### src/rtl/sprite_compositor_if.sv
// Pixel-stream, offset-handshake and flash signals of the sprite compositor.
// The master drives scan/offset/ROM data; the slave (compositor) returns addresses and pixels.
interface sprite_compositor_if;
  logic [12:0]       pixel_index;
  logic              frame_begin;
  logic signed [7:0] off_x;
  logic signed [6:0] off_y;
  logic              pos_valid;
  logic              pos_ack;
  logic              flash_trig;
  logic [15:0]       bg_colour;
  logic [12:0]       rom_index;
  logic [15:0]       sprite_colour;
  logic [15:0]       oled_data;
  logic              flash_active;

  modport master (
    output pixel_index, frame_begin, off_x, off_y, pos_valid, flash_trig, bg_colour,
           sprite_colour,
    input  pos_ack, rom_index, oled_data, flash_active
  );

  modport slave (
    input  pixel_index, frame_begin, off_x, off_y, pos_valid, flash_trig, bg_colour,
           sprite_colour,
    output pos_ack, rom_index, oled_data, flash_active
  );
endinterface

### src/rtl/sprite_compositor.sv
// Two-stage sprite-over-background compositor for a 96x64 OLED with frame-synchronous offsets.
// Optional hit-flash is enabled by defining SPRITE_FLASH_EN.
module sprite_compositor (
  input logic                 clk,
  input logic                 reset,
  sprite_compositor_if.slave  bus
);

  logic signed [7:0] r_act_x, r_pend_x;
  logic signed [6:0] r_act_y, r_pend_y;
  logic              r_pend_vld;
  logic              r_pos_ack;
  logic [12:0]       r_rom_index;
  logic              r_in_bounds;
  logic [15:0]       r_bg;
  logic [15:0]       r_oled;

  logic [6:0]        w_x, w_y;
  logic signed [8:0] w_dx, w_dy;
  logic              w_in_bounds;
  logic [12:0]       w_rom_index;
  logic              w_flash_white;
  logic [15:0]       w_pixel;

  // Offsets only move at frame_begin; a simultaneous request bypasses the pending slot.
  always_ff @(posedge clk or posedge reset) begin
    if (reset) begin
      r_act_x    <= '0;
      r_act_y    <= '0;
      r_pend_x   <= '0;
      r_pend_y   <= '0;
      r_pend_vld <= 1'b0;
      r_pos_ack  <= 1'b0;
    end else begin
      r_pos_ack <= bus.pos_valid;
      if (bus.frame_begin) begin
        r_pend_vld <= 1'b0;
        if (bus.pos_valid) begin
          r_act_x <= bus.off_x;
          r_act_y <= bus.off_y;
        end else if (r_pend_vld) begin
          r_act_x <= r_pend_x;
          r_act_y <= r_pend_y;
        end
      end else if (bus.pos_valid) begin
        r_pend_x   <= bus.off_x;
        r_pend_y   <= bus.off_y;
        r_pend_vld <= 1'b1;
      end
    end
  end

  always_comb begin
    w_x  = 7'(bus.pixel_index % 13'd96);
    w_y  = 7'(bus.pixel_index / 13'd96);
    w_dx = $signed({2'b00, w_x}) - $signed({r_act_x[7], r_act_x});
    w_dy = $signed({2'b00, w_y}) - $signed({{2{r_act_y[6]}}, r_act_y});
    w_in_bounds = (bus.pixel_index < 13'd6144) && !w_dx[8] && (w_dx <= 9'sd95) &&
                  !w_dy[8] && (w_dy <= 9'sd63);
    w_rom_index = '0;
    if (w_in_bounds) begin
      w_rom_index = {7'd0, w_dy[5:0]} * 13'd96 + {6'd0, w_dx[6:0]};
    end
  end

  always_ff @(posedge clk or posedge reset) begin
    if (reset) begin
      r_rom_index <= '0;
      r_in_bounds <= 1'b0;
      r_bg        <= '0;
    end else begin
      r_rom_index <= w_rom_index;
      r_in_bounds <= w_in_bounds;
      r_bg        <= bus.bg_colour;
    end
  end

`ifdef SPRITE_FLASH_EN
  logic [3:0] r_flash_cnt;

  always_ff @(posedge clk or posedge reset) begin
    if (reset) begin
      r_flash_cnt <= '0;
    end else if (bus.flash_trig) begin
      r_flash_cnt <= 4'd8;
    end else if (bus.frame_begin && (r_flash_cnt != 4'd0)) begin
      r_flash_cnt <= r_flash_cnt - 4'd1;
    end
  end

  assign w_flash_white    = r_flash_cnt[0];
  assign bus.flash_active = (r_flash_cnt != 4'd0);
`else
  assign w_flash_white    = 1'b0;
  assign bus.flash_active = 1'b0;
`endif

  always_comb begin
    w_pixel = r_bg;
    if (r_in_bounds && (bus.sprite_colour != 16'h0000)) begin
      w_pixel = w_flash_white ? 16'hFFFF : bus.sprite_colour;
    end
  end

  always_ff @(posedge clk or posedge reset) begin
    if (reset) begin
      r_oled <= '0;
    end else begin
      r_oled <= w_pixel;
    end
  end

  assign bus.pos_ack   = r_pos_ack;
  assign bus.rom_index = r_rom_index;
  assign bus.oled_data = r_oled;

endmodule
### src/flat_wrapper.sv
// flat-port wrapper written by rule: the top's interface ports become plain ports
module sprite_compositor_flat 
  (clk, reset, bus_pixel_index, bus_frame_begin, bus_off_x, bus_off_y, bus_pos_valid, bus_flash_trig, bus_bg_colour, bus_sprite_colour, bus_pos_ack, bus_rom_index, bus_oled_data, bus_flash_active);
  sprite_compositor_if bus_i ();
  input logic clk;
  input logic reset;
  input wire logic [$bits(bus_i.pixel_index)-1:0] bus_pixel_index;
  input wire logic [$bits(bus_i.frame_begin)-1:0] bus_frame_begin;
  input wire logic [$bits(bus_i.off_x)-1:0] bus_off_x;
  input wire logic [$bits(bus_i.off_y)-1:0] bus_off_y;
  input wire logic [$bits(bus_i.pos_valid)-1:0] bus_pos_valid;
  input wire logic [$bits(bus_i.flash_trig)-1:0] bus_flash_trig;
  input wire logic [$bits(bus_i.bg_colour)-1:0] bus_bg_colour;
  input wire logic [$bits(bus_i.sprite_colour)-1:0] bus_sprite_colour;
  output wire logic [$bits(bus_i.pos_ack)-1:0] bus_pos_ack;
  output wire logic [$bits(bus_i.rom_index)-1:0] bus_rom_index;
  output wire logic [$bits(bus_i.oled_data)-1:0] bus_oled_data;
  output wire logic [$bits(bus_i.flash_active)-1:0] bus_flash_active;
  assign bus_i.pixel_index = bus_pixel_index;
  assign bus_i.frame_begin = bus_frame_begin;
  assign bus_i.off_x = bus_off_x;
  assign bus_i.off_y = bus_off_y;
  assign bus_i.pos_valid = bus_pos_valid;
  assign bus_i.flash_trig = bus_flash_trig;
  assign bus_i.bg_colour = bus_bg_colour;
  assign bus_i.sprite_colour = bus_sprite_colour;
  assign bus_pos_ack = bus_i.pos_ack;
  assign bus_rom_index = bus_i.rom_index;
  assign bus_oled_data = bus_i.oled_data;
  assign bus_flash_active = bus_i.flash_active;
  sprite_compositor u_core (.clk(clk), .reset(reset), .bus(bus_i));
endmodule
### config.mk
export PLATFORM = sky130hd
export DESIGN_NAME = sprite_compositor_flat
export DESIGN_NICKNAME = d
export VERILOG_FILES = /design/src/rtl/sprite_compositor_if.sv /design/src/rtl/sprite_compositor.sv /design/src/flat_wrapper.sv
export SDC_FILE = /design/constraint.sdc
export NUM_CORES = 1
export LEC_CHECK = 0
export ABC_AREA = 1
export BUFFER_PORTS_ARGS = -buffer_cell sky130_fd_sc_hd__buf_2
export CAP_MARGIN = 20
export CORE_MARGIN = 10
export CORE_UTILIZATION = 56
export CTS_BUF_LIST = sky130_fd_sc_hd__clkbuf_8
export DETAILED_ROUTE_END_ITERATION = 12
export HOLD_SLACK_MARGIN = 0.1
export PLACE_DENSITY = 0.86
export RECOVER_POWER = 25
export SYNTH_ARGS = -nofsm -noshare
export SYNTH_HDL_FRONTEND = slang
export SYNTH_SLANG_ARGS = --single-unit
### constraint.sdc
create_clock -name clk -period 3.2 [get_ports clk]
set_input_delay 0.48 -clock clk [delete_from_list [all_inputs] [get_ports clk]]
set_output_delay 0.48 -clock clk [all_outputs]
set_load 0.05 [all_outputs]
==> results of run 1 <==
==> metal layers <==
layer / global-route usage / vias up / wire length (um)
li1: - / 1824 / -
met5: 0 / - / 0
met3: 0.0525 / 32 / 652
met4: 0.0561 / 0 / 301
met1: 0.189 / 1748 / 3970
met2: 0.350 / 119 / 5670
==> kinds of logic after synthesis <==
logic type | Yosys count | share of synthesized area
mux | 7 | 0.0190
other cells | 1 | 0.000906
buf+inv | 107 | 0.0985
fa+ha+maj | 26 | 0.0840
xor+xnor | 10 | 0.0212
flops | 78 | 0.472
simple gates | 183 | 0.189
compound gates | 81 | 0.116
==> area by class of cell <==
cell class                      instances  area (sq um)  area share
Clock buffer                            9           124      0.0222
Clock inverter                          7          78.8      0.0141
Inverter                               93           372      0.0666
Multi-Input combinational cell        308          2090       0.374
Sequential cell                        78          1950       0.350
Tap cell                               99           124      0.0222
Timing Repair Buffer                  137           833       0.149
Timing Repair inverter                  1          8.76     0.00157
==> stage by stage <==
stage                     TNS [ns]  setup slack, ns  total power, uW
after floorplan              -4.24           -0.527             2770
after global placement       -8.66           -0.784             3300
after detailed placement    -11.27           -0.998             3420
after CTS                    -5.07           -0.531             4350
after global routing        -10.90           -0.872             4900
final                        -7.62           -0.651             4580
==> report_power, final <==
part	internal (uW)	switching [uW]	total [uW]	leakage, uW
Combinational	1120	1540	2670	0.00196
Sequential	1120	51.1	1170	0.000950
Clock	369	369	739	0.0000982
Total	2610	1970	4580	0.00301
==> worst max-delay path, cell delays in order <==
cell	delay, ns
buf_6	0.11
nand3_2	0.07
nand2_2	0.07
nand2_2	0.09
nand2_2	0.07
a21oi_2	0.17
nor2_4	0.07
nand2_2	0.10
nand2_2	0.09
nand2_1	0.14
inv_1	0.09
o21bai_1	0.19
nand3_2	0.10
inv_2	0.09
ha_4	0.13
fa_2	0.45
inv_2	0.13
ha_4	0.16
inv_4	0.04
fa_2	0.39
o21ai_2	0.17
xor2_1	0.15
inv_1	0.09
nor3_2	0.16
nand2_1	0.10
nand2_1	0.07
nand2_1	0.05
nor2_1	0.10
==> layout by cell type (no fill, tap or decap), drive strengths merged <==
cell type | synthesis | routed
buf | 1 | 134
o41ai | 1 | 1
xnor2 | 5 | 5
fa | 3 | 3
bufinv | 0 | 1
clkbuf | 13 | 11
dlygate4sd3 | 0 | 1
o211ai | 10 | 10
a22oi | 1 | 1
nand3 | 18 | 18
nand3b | 1 | 1
a21oi | 16 | 16
clkinvlp | 0 | 2
xor2 | 5 | 5
nand4 | 5 | 5
o21ai | 43 | 43
ha | 23 | 23
o21bai | 3 | 3
nand2 | 119 | 119
dfrtp | 78 | 78
conb | 1 | 1
nor3 | 2 | 2
or2 | 3 | 3
inv | 92 | 94
mux2 | 7 | 7
a31oi | 7 | 7
nor2 | 35 | 35
clkinv | 1 | 4
==> worst paths after layout <==
check | start | endpoint | slack (ns) | cells past startpoint
min | bus_bg_colour[9] | u_core.r_bg[9] | 0.23 | 1
max in group asynchronous | reset | u_core.r_pend_y[5] | 1.09 | 4
min in group asynchronous | reset | u_core.r_pend_x[3] | 0.59 | 3
max | bus_pixel_index[10] | u_core.bus.rom_index[12] | -0.65 | 28
max reg2reg | u_core.r_act_x[0] | u_core.bus.rom_index[11] | 0.31 | 19
min reg2reg | u_core.r_bg[14] | u_core.bus.oled_data[14] | 0.46 | 2
==> sequential cells by signal (all words and copies together) (netlist names) <==
name                  cells
u_core.bus.oled_data     16
u_core.r_bg              16
u_core.bus.rom_index     13
u_core.r_act_x            8
u_core.r_pend_x           8
u_core.r_act_y            7
u_core.r_pend_y           7
u_core.bus.pos_ack        1
u_core.r_in_bounds        1
u_core.r_pend_vld         1
==> repair_timing <==
action | in CTS | in global routing
pin swaps | 28 | 40
setup endpoints to repair | 14 | 14
hold buffers | 1 | 0
buffers inserted | 8 | 5
gates resized for setup | 31 | 34
cloned | 1 | 0
hold endpoints to repair | 6 | 0
==> results_dict.tcl, run 1 <==
set metrics [dict create \
    hold_slack_ns 0.226 \
    drc 0 \
    placed_cell_area_sq_um 5040 \
    num_rows 31 \
    hold_viol 0 \
    skew_ns 0.0135 \
    hpwl_um 7710 \
    synth_area_leaders "dfrtp_1, nand2_1, inv_1" \
    dieArea_sq_um 11200 \
    synth_cell_types 37 \
    wire_per_inst_um 14.5 \
    final_cell_count_no_fill 732 \
    start_kind "primary input" \
    drive_gt1_frac 0.387 \
    relSlewSlack 0.121 \
    crit_arrival_ns 4.13 \
    syn-num-nets 584 \
    setup_ws_ns -0.651 \
    portBuffers 93 \
    gp_congestion 0.838 \
    clk_pin_slew_worst_paths_ns 0.09 \
    syn_to_final_growth_pct 34.8 \
    drt_iter0_markers 171 \
    fin_crit_sh 1.20 \
    root_buffer "clkbuf_8" \
    cts_tree "built" \
    cts.sinks 78 \
    synth_edf_count 0 \
    layout.nets 719 \
    grt_pass1_wl_um 17200 \
    die_x_um 106 \
    grt.total_usage 0.184 \
    place_inst 702 \
    synth_common_cells "nand2_1, inv_1, dfrtp_1, o21ai_0, nor2_1" \
    grt_pass1_vias 3976 \
    critPathMaxFanout 4 \
    synth.avg_cell_area_sq_um 8.40 \
    ant_nets 0 \
    grt-ovfl-total 0 \
    final_area_sq_um 5580 \
    fillers 479 \
    diodes 0 \
    rsz0062_at_grt "yes" \
    yosysTopAreaCellShare 0.472 \
    maxCapViolCount 0 \
    max_freq_ghz 0.260 \
    p_leak_uw 0.00301 \
    die-height_um 106 \
    grt_max_degree 47 \
    boundaryPins 96 \
    initial_core_util 0.574 \
    synth_seq_cells 78 \
    synth_warnings 0 \
    synth_top_flop_cell "dfrtp_1" \
    finalWirelength_um 10600 \
    final_core_util 0.773 \
    synthCells 493 \
    cp.required_ns 3.48 \
    synth_most_common_cell "nand2_1" \
    maxSlewViolCount 0 \
    cts_made_buffers 9 \
    cts.path.max_buffers 2 \
    run_status "complete, but fails checks" \
    yosysTopAreaCell "dfrtp_1" \
    worstMarginPinSlew_ns 1.32 \
    finalSetupViolations 14 \
    critPathKind "primary input to flip-flop" \
    powerDensity_nw_per_um2 820 \
    syn_area_sq_um 4140 \
    hp-class "primary input to flip-flop" \
    min_period_ns 3.85 \
    end_kind "flip-flop" \
    vias_per_cell 5.09 \
    drt_first_pass_iters 4 \
    yosysSeqAreaShare 0.472 \
    vias 3723 \
    cts_max_level 3 \
    violations "setup timing" \
    async_flop_share 1.00 \
    ir_worst_vdd_uv 686 \
    clkLatencyLatePin_ns 0.35 \
    antenna_found_initial 0 \
    core_area_sq_um 7210 \
]
Note: power is estimated with default switching activity, not from simulation.
==> inputs of run 2 (changes only) <==
CORE_UTILIZATION = 34   (was 56)
PLACE_DENSITY = 0.58   (was 0.86)
==> results_dict.tcl, run 2 (same netlist as run 1, synthesis figures left out) <==
set metrics [dict create \
    run_status "complete, but fails checks" \
    violations "capacitance limit, slew limit, setup timing" \
    num_rows 40 \
    r2r-start "u_core.r_act_x[0]" \
    boundaryPins 96 \
    core_area_sq_um 12000 \
    cpMaxStageDelayCell "fa_2" \
    maxSlewViolCount 39 \
    grt_pass1_wl_um 16200 \
    cp.required_ns 3.44 \
    max_freq_ghz 0.270 \
    critPathMaxFanout 4 \
    ant_nets 0 \
    start_kind "primary input" \
    finalWirelength_um 9930 \
    final_common_cell "nand2_1" \
    clkLatencyLatePin_ns 0.34 \
    final_cell_mix "nand2_1, buf_2, dfrtp_1" \
    fillers 1144 \
    grt_pass1_vias 3556 \
    critPathKind "primary input to flip-flop" \
    drive_gt1_frac 0.401 \
    root_buffer "clkbuf_8" \
    seq_area_sq_um 1950 \
    portBuffers 93 \
    maxCapViolCount 1 \
    cts.path.max_buffers 2 \
    setup_ws_ns -0.503 \
    min_period_ns 3.70 \
    grt.total_usage 0.119 \
    rsz0062_at_grt "yes" \
    worst-path-buf-inv 8 \
    relSlewSlack -0.129 \
    multi_input_area_sq_um 2080 \
    cpMostUsedCell "nand2_2" \
    hp-start "bus_bg_colour[1]" \
    drt_first_pass_iters 4 \
    die-height_um 130 \
    dieArea_sq_um 17000 \
    clk_pin_slew_worst_paths_ns 0.08 \
    diodes 0 \
    cts_made_buffers 9 \
    hp-class "primary input to flip-flop" \
    powerDensity_nw_per_um2 796 \
    worstMarginPinSlew_ns 1.68 \
    hold_viol 0 \
    end_kind "flip-flop" \
    cts.sinks 78 \
    ir_worst_vdd_uv 336 \
    dp_slack_ns -0.966 \
    crit_start "bus_pixel_index[12]" \
    drc 0 \
    layout.nets 727 \
    wire_per_inst_um 12.6 \
    finalSetupViolations 14 \
    vias 3503 \
    crit_arrival_ns 3.94 \
    critPathMaxStageDelay_ns 0.42 \
    grt-ovfl-total 0 \
    syn_to_final_growth_pct 37.0 \
    drt_iter0_markers 125 \
    initial_core_util 0.346 \
    gp_congestion 0.811 \
    fin_crit_sh 1.16 \
    hpwl_um 7790 \
    p_leak_uw 0.00302 \
    cp_top_family "adder cells" \
    die_x_um 130 \
    grt_max_degree 39 \
    tns_ns -5.52 \
    vias_per_cell 4.45 \
    skew_ns 0.0111 \
    cts_max_level 3 \
    antenna_found_initial 0 \
    cts_tree "built" \
]
## run 2: cell types whose count changed in the layout (fill, tap and decap cells not counted), moves of 2 or more
| cell | change |
|---|---|
| nand2_2 | +4 |
| inv_2 | +3 |
| nor2_2 | +2 |
| nand2_1 | -3 |
| inv_1 | -2 |
| xnor2_2 | -2 |
| buf_12 | -2 |
| buf_4 | +9 |
| buf_8 | +2 |
| buf_2 | -2 |
| o21ai_2 | -2 |
## run 2: area by class of cell
cell class / count / share of cell area
well taps: 147 / 0.0324
repair buffers: 145 / 0.156
clock inverters: 7 / 0.0119
repair inverters: 1 / 0.00154
inverters: 93 / 0.0658
multi-input cells: 308 / 0.366
clock buffers: 9 / 0.0218
flip-flops and latches: 78 / 0.344
## run 2: worst paths after layout
kind / to / cells past startpoint / slack (ns)
max: u_core.bus.rom_index[11] / 29 / -0.50
min: u_core.r_bg[1] / 1 / 0.24
max reg2reg: u_core.bus.rom_index[11] / 19 / 0.32
min reg2reg: u_core.bus.oled_data[6] / 2 / 0.46
max in group asynchronous: u_core.bus.oled_data[0] / 3 / 1.65
min in group asynchronous: u_core.bus.rom_index[0] / 2 / 0.54
## run 2: metal layers
layer / wire (um) / global-route usage
met1: 4270 / 0.132
met2: 5000 / 0.215
met3: 545 / 0.0341
met4: 111 / 0.0399
met5: 0 / 0
## run 2: metrics by stage
stage	cell area [sq um]	total power, uW	hold slack, ns	utilization	std cells
2_1_floorplan	4260	2770	0.430	-	493
3_3_place_gp	5110	3370	0.435	0.427	751
3_5_place_dp	5110	3430	0.442	0.427	751
4_1_cts	5530	4360	0.212	0.462	783
5_1_grt	5670	4890	0.202	0.474	788
6_report	5670	4510	0.239	0.474	788
## run 2: worst reg2reg max path, stage by stage, from the launching register on
cell and delay, ns:
dfrtp_1 0.39, ha_1 0.15, inv_1 0.06, fa_1 0.40, nand3_1 0.10, nand3_1 0.08
nand2_1 0.08, nand2_1 0.07, a21oi_2 0.19, xor2_2 0.18, or2_1 0.15, nand2_1 0.06
inv_1 0.06, ha_2 0.17, inv_2 0.04, nand2_2 0.05, nand4_1 0.18, nor2_4 0.15
xor2_1 0.16, nor2_1 0.06
## run 2: power breakdown
group,internal [uW],switching [uW]
logic,1160,1480
registers,1120,49.4
clock network,356,351
## run 2: repair_timing
action	4_1_cts	5_1_grt
cloned	1	0
pin swaps	29	34
resized for setup	36	29
buffers inserted	16	5
hold buffers	0	0
setup endpoints to repair	14	14
endpoints found under the hold margin	0	0
==> inputs of run 3 (changes only) <==
SETUP_SLACK_MARGIN = 0.02   (was unset)
SKIP_LAST_GASP = 1   (was unset)
==> results_dict.tcl, run 3 (same netlist as run 1, synthesis figures left out) <==
set metrics [dict create \
    run_status "complete, but fails checks" \
    violations "capacitance limit, slew limit, setup timing" \
    rr_endpoint "u_core.bus.rom_index[11]" \
    r2r_cells 19 \
    hpwl_um 7790 \
    drc 0 \
    clk_pin_slew_worst_paths_ns 0.08 \
    grt.total_usage 0.119 \
    critPathMaxFanout 4 \
    fin_crit_sh 1.16 \
    drt_iter0_markers 121 \
    grt_pass1_wl_um 16200 \
    critPathKind "primary input to flip-flop" \
    die-height_um 130 \
    total_power_uw 4470 \
    max_freq_ghz 0.270 \
    rsz0062_at_grt "yes" \
    crit_arrival_ns 3.99 \
    final_common_cell "nand2_1" \
    setup_ws_ns -0.505 \
    ant_nets 0 \
    grt_max_degree 39 \
    dp_slack_ns -0.966 \
    drive_gt1_frac 0.397 \
    reg2reg_slack_ns 0.36 \
    core_area_sq_um 12000 \
    cpMostUsedCell "nand2_1" \
    endpoint "u_core.bus.rom_index[12]" \
    cts.path.max_buffers 2 \
    diodes 0 \
    end_kind "flip-flop" \
    wire_per_inst_um 12.6 \
    worstMarginPinSlew_ns 1.67 \
    syn_to_final_growth_pct 36.7 \
    cpMaxStageDelayCell "fa_2" \
    relSlewSlack -0.119 \
    vias 3504 \
    final_core_util 0.473 \
    cts_made_buffers 9 \
    gp_congestion 0.811 \
    final_cell_mix "nand2_1, buf_2, dfrtp_1" \
    initial_core_util 0.346 \
    drt_first_pass_iters 4 \
    p_leak_uw 0.00302 \
    hold_viol 0 \
    dieArea_sq_um 17000 \
    maxCapViolCount 1 \
    cts.sinks 78 \
    finalSetupViolations 14 \
    start_kind "primary input" \
    finalWirelength_um 9950 \
    antenna_found_initial 0 \
    skew_ns 0.00795 \
    maxSlewViolCount 39 \
    hp-class "primary input to flip-flop" \
    crit_start "bus_pixel_index[12]" \
    r2r-start "u_core.r_act_x[0]" \
    vias_per_cell 4.45 \
    cts_tree "built" \
    root_buffer "clkbuf_8" \
    num_rows 40 \
    ir_worst_vdd_uv 325 \
    boundaryPins 96 \
    critPathMaxStageDelay_ns 0.42 \
    cts_hold_buf 0 \
    cp.required_ns 3.48 \
    grt-ovfl-total 0 \
    powerDensity_nw_per_um2 790 \
    grt_pass1_vias 3546 \
    fillers 1149 \
    clkLatencyLatePin_ns 0.35 \
    die_x_um 130 \
    layout.nets 726 \
    portBuffers 93 \
    min_period_ns 3.71 \
    cts_max_level 3 \
]
==> run 3: worst min-delay path by stage <==
stage | from | to | cells past startpoint
finish | bus_bg_colour[14] | u_core.r_bg[14] | 1
global route | bus_bg_colour[1] | u_core.r_bg[1] | 1
CTS | bus_bg_colour[1] | u_core.r_bg[1] | 1
detailed placement | u_core.r_bg[6] | u_core.bus.oled_data[6] | 2
global placement | u_core.r_bg[9] | u_core.bus.oled_data[9] | 2
floorplan | u_core.r_bg[0] | u_core.bus.oled_data[0] | 2
==> run 3: repair_timing <==
item                       CTS  global route
resized for setup           32            30
gates cloned                 1             0
buffers inserted            16             4
setup endpoints to repair   14            14
pin swaps                   29            31
==> run 3: metal layers <==
layer / share of wire / track usage / vias to the layer above
li1: - / - / 1829
met1: 0.43 / 0.132 / 1594
met2: 0.50 / 0.215 / 71
met3: 0.057 / 0.0341 / 10
met4: 0.013 / 0.0399 / 0
met5: 0 / 0 / -
==> run 3: power by group <==
part,leakage (uW),switching (uW),internal (uW)
Combinational,0.00196,1460,1130
Sequential,0.000950,49.8,1120
Clock,0.000102,348,356
==> run 3: cell type report <==
type | instances | area [sq um] | share of cell area
Tap cell | 147 | 184 | 0.0325
Timing Repair inverter | 1 | 8.76 | 0.00155
Clock inverter | 7 | 67.6 | 0.0119
Inverter | 93 | 370 | 0.0655
Multi-Input combinational cell | 308 | 2070 | 0.366
Timing Repair Buffer | 144 | 878 | 0.155
Sequential cell | 78 | 1950 | 0.345
Clock buffer | 9 | 124 | 0.0219
==> run 3: critical path: cells and delay by family <==
kind                     cells  cell delay (ns)
AND/OR/NAND/NOR             15             1.24
adder cells (fa/ha/maj)      3             0.78
buffers and inverters        6             0.46
XOR/XNOR                     2             0.33
AO/OA/AOI/OAI                5             0.68
==> run 3: per-stage QoR <==
step           instance area [sq um]  setup TNS [ns]  cells  hold WS (ns)
5_1_grt                         5660           -8.71    787         0.202
3_5_place_dp                    5110          -10.91    751         0.442
4_1_cts                         5520           -4.47    783         0.212
6_report                        5660           -5.61    787         0.236
3_3_place_gp                    5110           -9.58    751         0.435
2_1_floorplan                   4260           -4.24    493         0.430
